### config.mk
export PLATFORM = sky130hd
export DESIGN_NAME = lsu_unit
export DESIGN_NICKNAME = d
export VERILOG_FILES = /design/src/rtl/lsu_unit.sv
export SDC_FILE = /design/constraint.sdc
export NUM_CORES = 1
export LEC_CHECK = 0
export CAP_MARGIN = 40
export CORE_AREA = 4 4 193 195
export CTS_CLUSTER_DIAMETER = 60
export DETAILED_ROUTE_END_ITERATION = 12
export DIE_AREA = 0 0 197 199
export GPL_TIMING_DRIVEN = 0
export PLACE_DENSITY = 0.59
export SLEW_MARGIN = 20
export SYNTH_ARGS = -nofsm -noshare
export SYNTH_HDL_FRONTEND = slang
export SYNTH_SLANG_ARGS = --single-unit
### constraint.sdc
create_clock -name i_clk -period 3 [get_ports i_clk]
set_clock_uncertainty 0.05 [all_clocks]
set_input_delay 0.6 -clock i_clk [delete_from_list [all_inputs] [get_ports i_clk]]
set_output_delay 0.6 -clock i_clk [all_outputs]
set_load 0.03 [all_outputs]
### src/rtl/lsu_unit.sv
// Load/store unit: turns decoder load/store requests into word-wide req/ack memory
// transactions. Word-crossing accesses are split in two, and load data is returned extended.
module lsu_unit #(
   parameter int ALLOW_MISALIGNED = 1,
   parameter int MAX_WAIT         = 16
) (
   input  logic        i_clk,
   input  logic        i_reset,
   input  logic        i_req,
   input  logic        i_memWrEnable,
   input  logic [4:0]  i_mask,
   input  logic [31:0] i_addr,
   input  logic [31:0] i_wdata,
   output logic        o_stall,
   output logic        o_done,
   output logic [31:0] o_rdata,
   output logic        o_err,
   output logic        o_memReq,
   output logic        o_memWe,
   output logic [31:0] o_memAddr,
   output logic [3:0]  o_memBe,
   output logic [31:0] o_memWdata,
   input  logic        i_memAck,
   input  logic [31:0] i_memRdata
);

   typedef enum logic [1:0] {IDLE, ACC0, ACC1, DONE} lsuState;

   lsuState     state;
   logic [1:0]  offReg;
   logic [7:0]  be8Reg;
   logic [63:0] wd64Reg;
   logic [4:0]  maskReg;
   logic        weReg;
   logic [31:0] rdLo;
   logic [7:0]  waitCnt;

   logic        accept;
   logic [7:0]  be8Next;
   logic [63:0] wd64Next;
   logic        splitNext;
   logic        splitReg;
   logic        timeoutHit;

   assign accept     = i_req && (i_mask[3:0] != 4'b0000);
   assign be8Next    = {4'b0000, i_mask[3:0]} << i_addr[1:0];
   assign wd64Next   = {32'b0, i_wdata} << {i_addr[1:0], 3'b000};
   assign splitNext  = (be8Next[7:4] != 4'b0000);
   assign splitReg   = (be8Reg[7:4] != 4'b0000);
   assign timeoutHit = (waitCnt == 8'(MAX_WAIT - 1));

   assign o_stall = accept && (state != DONE);

   // Shift the (hi,lo) word pair down to the access offset, then size-mask and extend.
   function automatic logic [31:0] extendLoad(input logic [63:0] pair, input logic [1:0] off,
                                              input logic [4:0] mask);
      logic [31:0] sh;
      sh = 32'(pair >> {off, 3'b000});
      case (mask[3:0])
         4'b0001: extendLoad = mask[4] ? {24'b0, sh[7:0]}  : {{24{sh[7]}}, sh[7:0]};
         4'b0011: extendLoad = mask[4] ? {16'b0, sh[15:0]} : {{16{sh[15]}}, sh[15:0]};
         default: extendLoad = sh;
      endcase
   endfunction

   // Single FSM; all memory-side and writeback outputs are registered here.
   always_ff @(posedge i_clk or negedge i_reset) begin
      if (!i_reset) begin
         state      <= IDLE;
         offReg     <= 2'b00;
         be8Reg     <= 8'h00;
         wd64Reg    <= 64'h0;
         maskReg    <= 5'b0;
         weReg      <= 1'b0;
         rdLo       <= 32'h0;
         waitCnt    <= 8'h00;
         o_done     <= 1'b0;
         o_rdata    <= 32'h0;
         o_err      <= 1'b0;
         o_memReq   <= 1'b0;
         o_memWe    <= 1'b0;
         o_memAddr  <= 32'h0;
         o_memBe    <= 4'h0;
         o_memWdata <= 32'h0;
      end else begin
         case (state)
            IDLE: begin
               if (accept) begin
                  offReg  <= i_addr[1:0];
                  be8Reg  <= be8Next;
                  wd64Reg <= wd64Next;
                  maskReg <= i_mask;
                  weReg   <= i_memWrEnable;
                  if (splitNext && (ALLOW_MISALIGNED == 0)) begin
                     state   <= DONE;
                     o_done  <= 1'b1;
                     o_err   <= 1'b1;
                     o_rdata <= 32'h0;
                  end else begin
                     state      <= ACC0;
                     o_memReq   <= 1'b1;
                     o_memWe    <= i_memWrEnable;
                     o_memAddr  <= {i_addr[31:2], 2'b00};
                     o_memBe    <= be8Next[3:0];
                     o_memWdata <= wd64Next[31:0];
                     waitCnt    <= 8'h00;
                  end
               end
            end
            ACC0: begin
               if (i_memAck) begin
                  rdLo <= i_memRdata;
                  if (splitReg) begin
                     state      <= ACC1;
                     o_memAddr  <= o_memAddr + 32'd4;
                     o_memBe    <= be8Reg[7:4];
                     o_memWdata <= wd64Reg[63:32];
                     waitCnt    <= 8'h00;
                  end else begin
                     state    <= DONE;
                     o_memReq <= 1'b0;
                     o_memWe  <= 1'b0;
                     o_done   <= 1'b1;
                     o_err    <= 1'b0;
                     o_rdata  <= weReg ? 32'h0 : extendLoad({32'h0, i_memRdata}, offReg, maskReg);
                  end
               end else if (timeoutHit) begin
                  state    <= DONE;
                  o_memReq <= 1'b0;
                  o_memWe  <= 1'b0;
                  o_done   <= 1'b1;
                  o_err    <= 1'b1;
                  o_rdata  <= 32'h0;
               end else begin
                  waitCnt <= waitCnt + 8'd1;
               end
            end
            ACC1: begin
               if (i_memAck) begin
                  state    <= DONE;
                  o_memReq <= 1'b0;
                  o_memWe  <= 1'b0;
                  o_done   <= 1'b1;
                  o_err    <= 1'b0;
                  o_rdata  <= weReg ? 32'h0 : extendLoad({i_memRdata, rdLo}, offReg, maskReg);
               end else if (timeoutHit) begin
                  state    <= DONE;
                  o_memReq <= 1'b0;
                  o_memWe  <= 1'b0;
                  o_done   <= 1'b1;
                  o_err    <= 1'b1;
                  o_rdata  <= 32'h0;
               end else begin
                  waitCnt <= waitCnt + 8'd1;
               end
            end
            DONE: begin
               o_done <= 1'b0;
               state  <= IDLE;
            end
            default: state <= IDLE;
         endcase
      end
   end

endmodule
==> flow_summary.yaml, run 1 <==
yosys:
  synth_seq_cells: 179
  synth_area_per_cell_um2: 9.715
  syn_area_mm2: 0.01055
  yosysTopAreaCell: "dfrtp_1"
  synth-edff-count: 0
  ys_async_sr_fraction_pct: 100.0
  yosysSeqAreaShare_pct: 42.46
  ys_dominant_reg_cell: "dfrtp_1"
  synth_common_cells: "dfrtp_1, nand2_1, nor2_1, o21ai_0, mux2_2"
  synthCells: 1086
  synth_cell_types: 74
  synth_top_area_share_pct: 42.46
  yosysWarnings: 0
  synth_area_leaders: "dfrtp_1, mux2_2, mux2i_1"
  yosysMostFrequentCell: "dfrtp_1"
power:
  p_leak_nw: 5.667
  p_total_mw: 16.20
  powerDensity_mw_per_mm2: 1163
  ir_drop_mv: 0.6884
job:
  drv_cap: 0
cts:
  clock_latency_ns: 0.45
  cts.path.max_buffers: 2
  ctsHtreeMaxLevel: 4
  cts.clk_slew.worst_paths_ns: 0.07
  clockRootBuffer: "clkbuf_16"
  tritoncts: "built"
  numCtsBuffers: 17
  cts.sinks: 179
grt:
  grt_usage_pct: 19.60
  grt_max_degree: 64
  antenna_found_initial: 3
  grt_pass1_wl_um: 60090
  grt_pass1_vias: 9891
  globalRoute.totalOverflow: 0
die:
  dieWidth_um: 197
  fp-row-count: 69
  initial_core_util_pct: 29.81
  core-area_mm2: 0.03540
  fp.dieH_um: 199
  die_area_mm2: 0.03920
  io_pins: 211
detailed_routing:
  ant_nets: 0
  drt-wirelength-per-cell_um: 21.99
  wl_um: 39440
  drc_errors: 0
  drt_iter0_markers: 863
  first_pass_iters: 7
  vias: 9949
  vias_per_cell: 5.549
worst_setup_path:
  rrSetupSlack_ns: 0.07
  r2r_cells: 7
  crit_path_start: "state[0]"
  path_max_fanout: 10
  timing_worst_setup_path_type: "reg2reg"
  setup.worst_path.end_class: "flip-flop"
  startpoint_type: "flip-flop"
  required_ns: 3.28
  worstPathArrival_ns: 3.21
  reg2reg_from: "state[0]"
  r2r-end: "o_rdata[10]"
  crit_end: "o_rdata[10]"
timing:
  finalCriticalPeriod_ns: 2.928
  relSlewSlack_pct: 41.90
  final-max-slew-violation-count: 0
  timing.final.ws_setup_ns: 0.07222
  timing.hold.ws_ns: 0.02848
  setup_viol: 0
  finalCritPeriodShare_pct: 97.59
  rsz0062_at_grt: "no"
  hold_violations: 0
  worstMarginPinSlew_ns: 0.8706
  fmax_mhz: 341.6
layout:
  fin_cells: 1793
  fin_util_pct: 39.36
  drive_gt1_share_pct: 13.67
  syn2layout_area_growth_pct: 32.07
  final_nets: 1433
placed_design:
  gp_congestion: 0.9149
  dp_hpwl_um: 29410
  numPortBuffers: 207
  placed_cells: 1759
  place_ws_ns: -0.5764
status:
  status: "completed"
min_path:
  hold_class: "in2async"
area by class of cell:
type                            count  area (µm²)
Fill cell                        3561       21460
Multi-Input combinational cell    809        5630
Sequential cell                   179        4479
Timing Repair Buffer              212        2153
Tap cell                          461       576.8
Clock buffer                       18       439.2
Buffer                             87       415.4
Clock inverter                     14       191.4
Inverter                           12       45.04
Antenna cell                        1       2.502
sequential cells by signal, summed over array words and instances (netlist names):
name and cells:
be8Reg 3, maskReg 5, o_done 1, o_err 1
o_memAddr 30, o_memBe 4, o_memReq 1, o_memWdata 32
o_memWe 1, o_rdata 32, offReg 2, rdLo 32
state 2, waitCnt 8, wd64Reg 24, weReg 1
report_power, final:
group          internal [mW]  switching (mW)  leakage [nW]  total, mW
combinational           3.70            5.54          3.13       9.24
clock                   1.36            1.08         0.307       2.44
sequential              3.51            1.01          2.23       4.52
worst max-delay path, cell delays in order, from the launching register on:
cell,delay [ns]
dfrtp_1,0.43
inv_1,0.17
ha_1,0.29
buf_2,0.24
buf_1,0.56
clkbuf_1,0.53
o21ai_0,0.30
a22o_1,0.25
routing by layer:
layer  part of all wire, %  up-vias  track usage [%]
li1                      -     4533                -
met1                    43     4890            26.57
met2                    46      439            31.25
met3                   6.8       83            3.997
met4                   3.3        4            7.011
met5                 0.086        -                0
cells by family (layout without fill, tap and decap cells):
group                      after synthesis  in the layout  synth area share, %
other                                    1              3              0.03554
adders and majority gates                9              9                1.067
AOI/OAI and AO/OA                      284            284                19.08
buffers and inverters                   99            343                4.281
DFF                                    179            179                42.46
and+or+nand+nor                        365            365                16.11
muxes                                  149            149                16.97
how the worst min path moves through the flow:
stage	start	to	slack, ns
floorplan	i_reset	be8Reg[4]	0.25
global placement	o_memBe[3]	o_memBe[3]	0.41
detailed placement	o_memWdata[28]	o_memWdata[28]	0.42
CTS	i_reset	rdLo[1]	0.06
global route	i_reset	rdLo[1]	0.07
finish	i_reset	rdLo[1]	0.03
through the flow:
stage / area (µm²) / TNS, ns
floorplan: 10550 / 0
global placement: 13200 / -1187.47
detailed placement: 13280 / -2.865
CTS: 13920 / 0
global route: 13930 / 0
finish: 13930 / 0
cell usage in the layout, fill, tap and decap left out, types with 11 or more instances in the layout:
master,instances
a211oi_1,21
a21oi_1,26
a221oi_1,37
a22o_1,14
a22oi_1,22
a31oi_1,20
buf_1,12
buf_2,28
clkbuf_1,34
clkbuf_16,17
clkdlybuf4s50_1,204
dfrtp_1,179
inv_1,11
mux2_2,69
mux2i_1,63
mux4_2,17
nand2_1,139
nand3_1,30
nor2_1,108
nor2b_1,12
nor3_1,22
nor4_1,11
o21ai_0,74
o31ai_1,12
what timing repair did:
action,in CTS,in global routing
setup endpoints to repair,1,20
gates resized for setup,3,8
buffers inserted,1,0
pin swaps,1,0
hold buffers,0,0
Note: power is estimated with default switching activity, not from simulation.
==> run 2: changes to the inputs <==
Settings changed: HOLD_SLACK_MARGIN from default to 0.03.
==> results of run 2 <==
No change in the layout: final DEF, timing and power equal those of run 1.
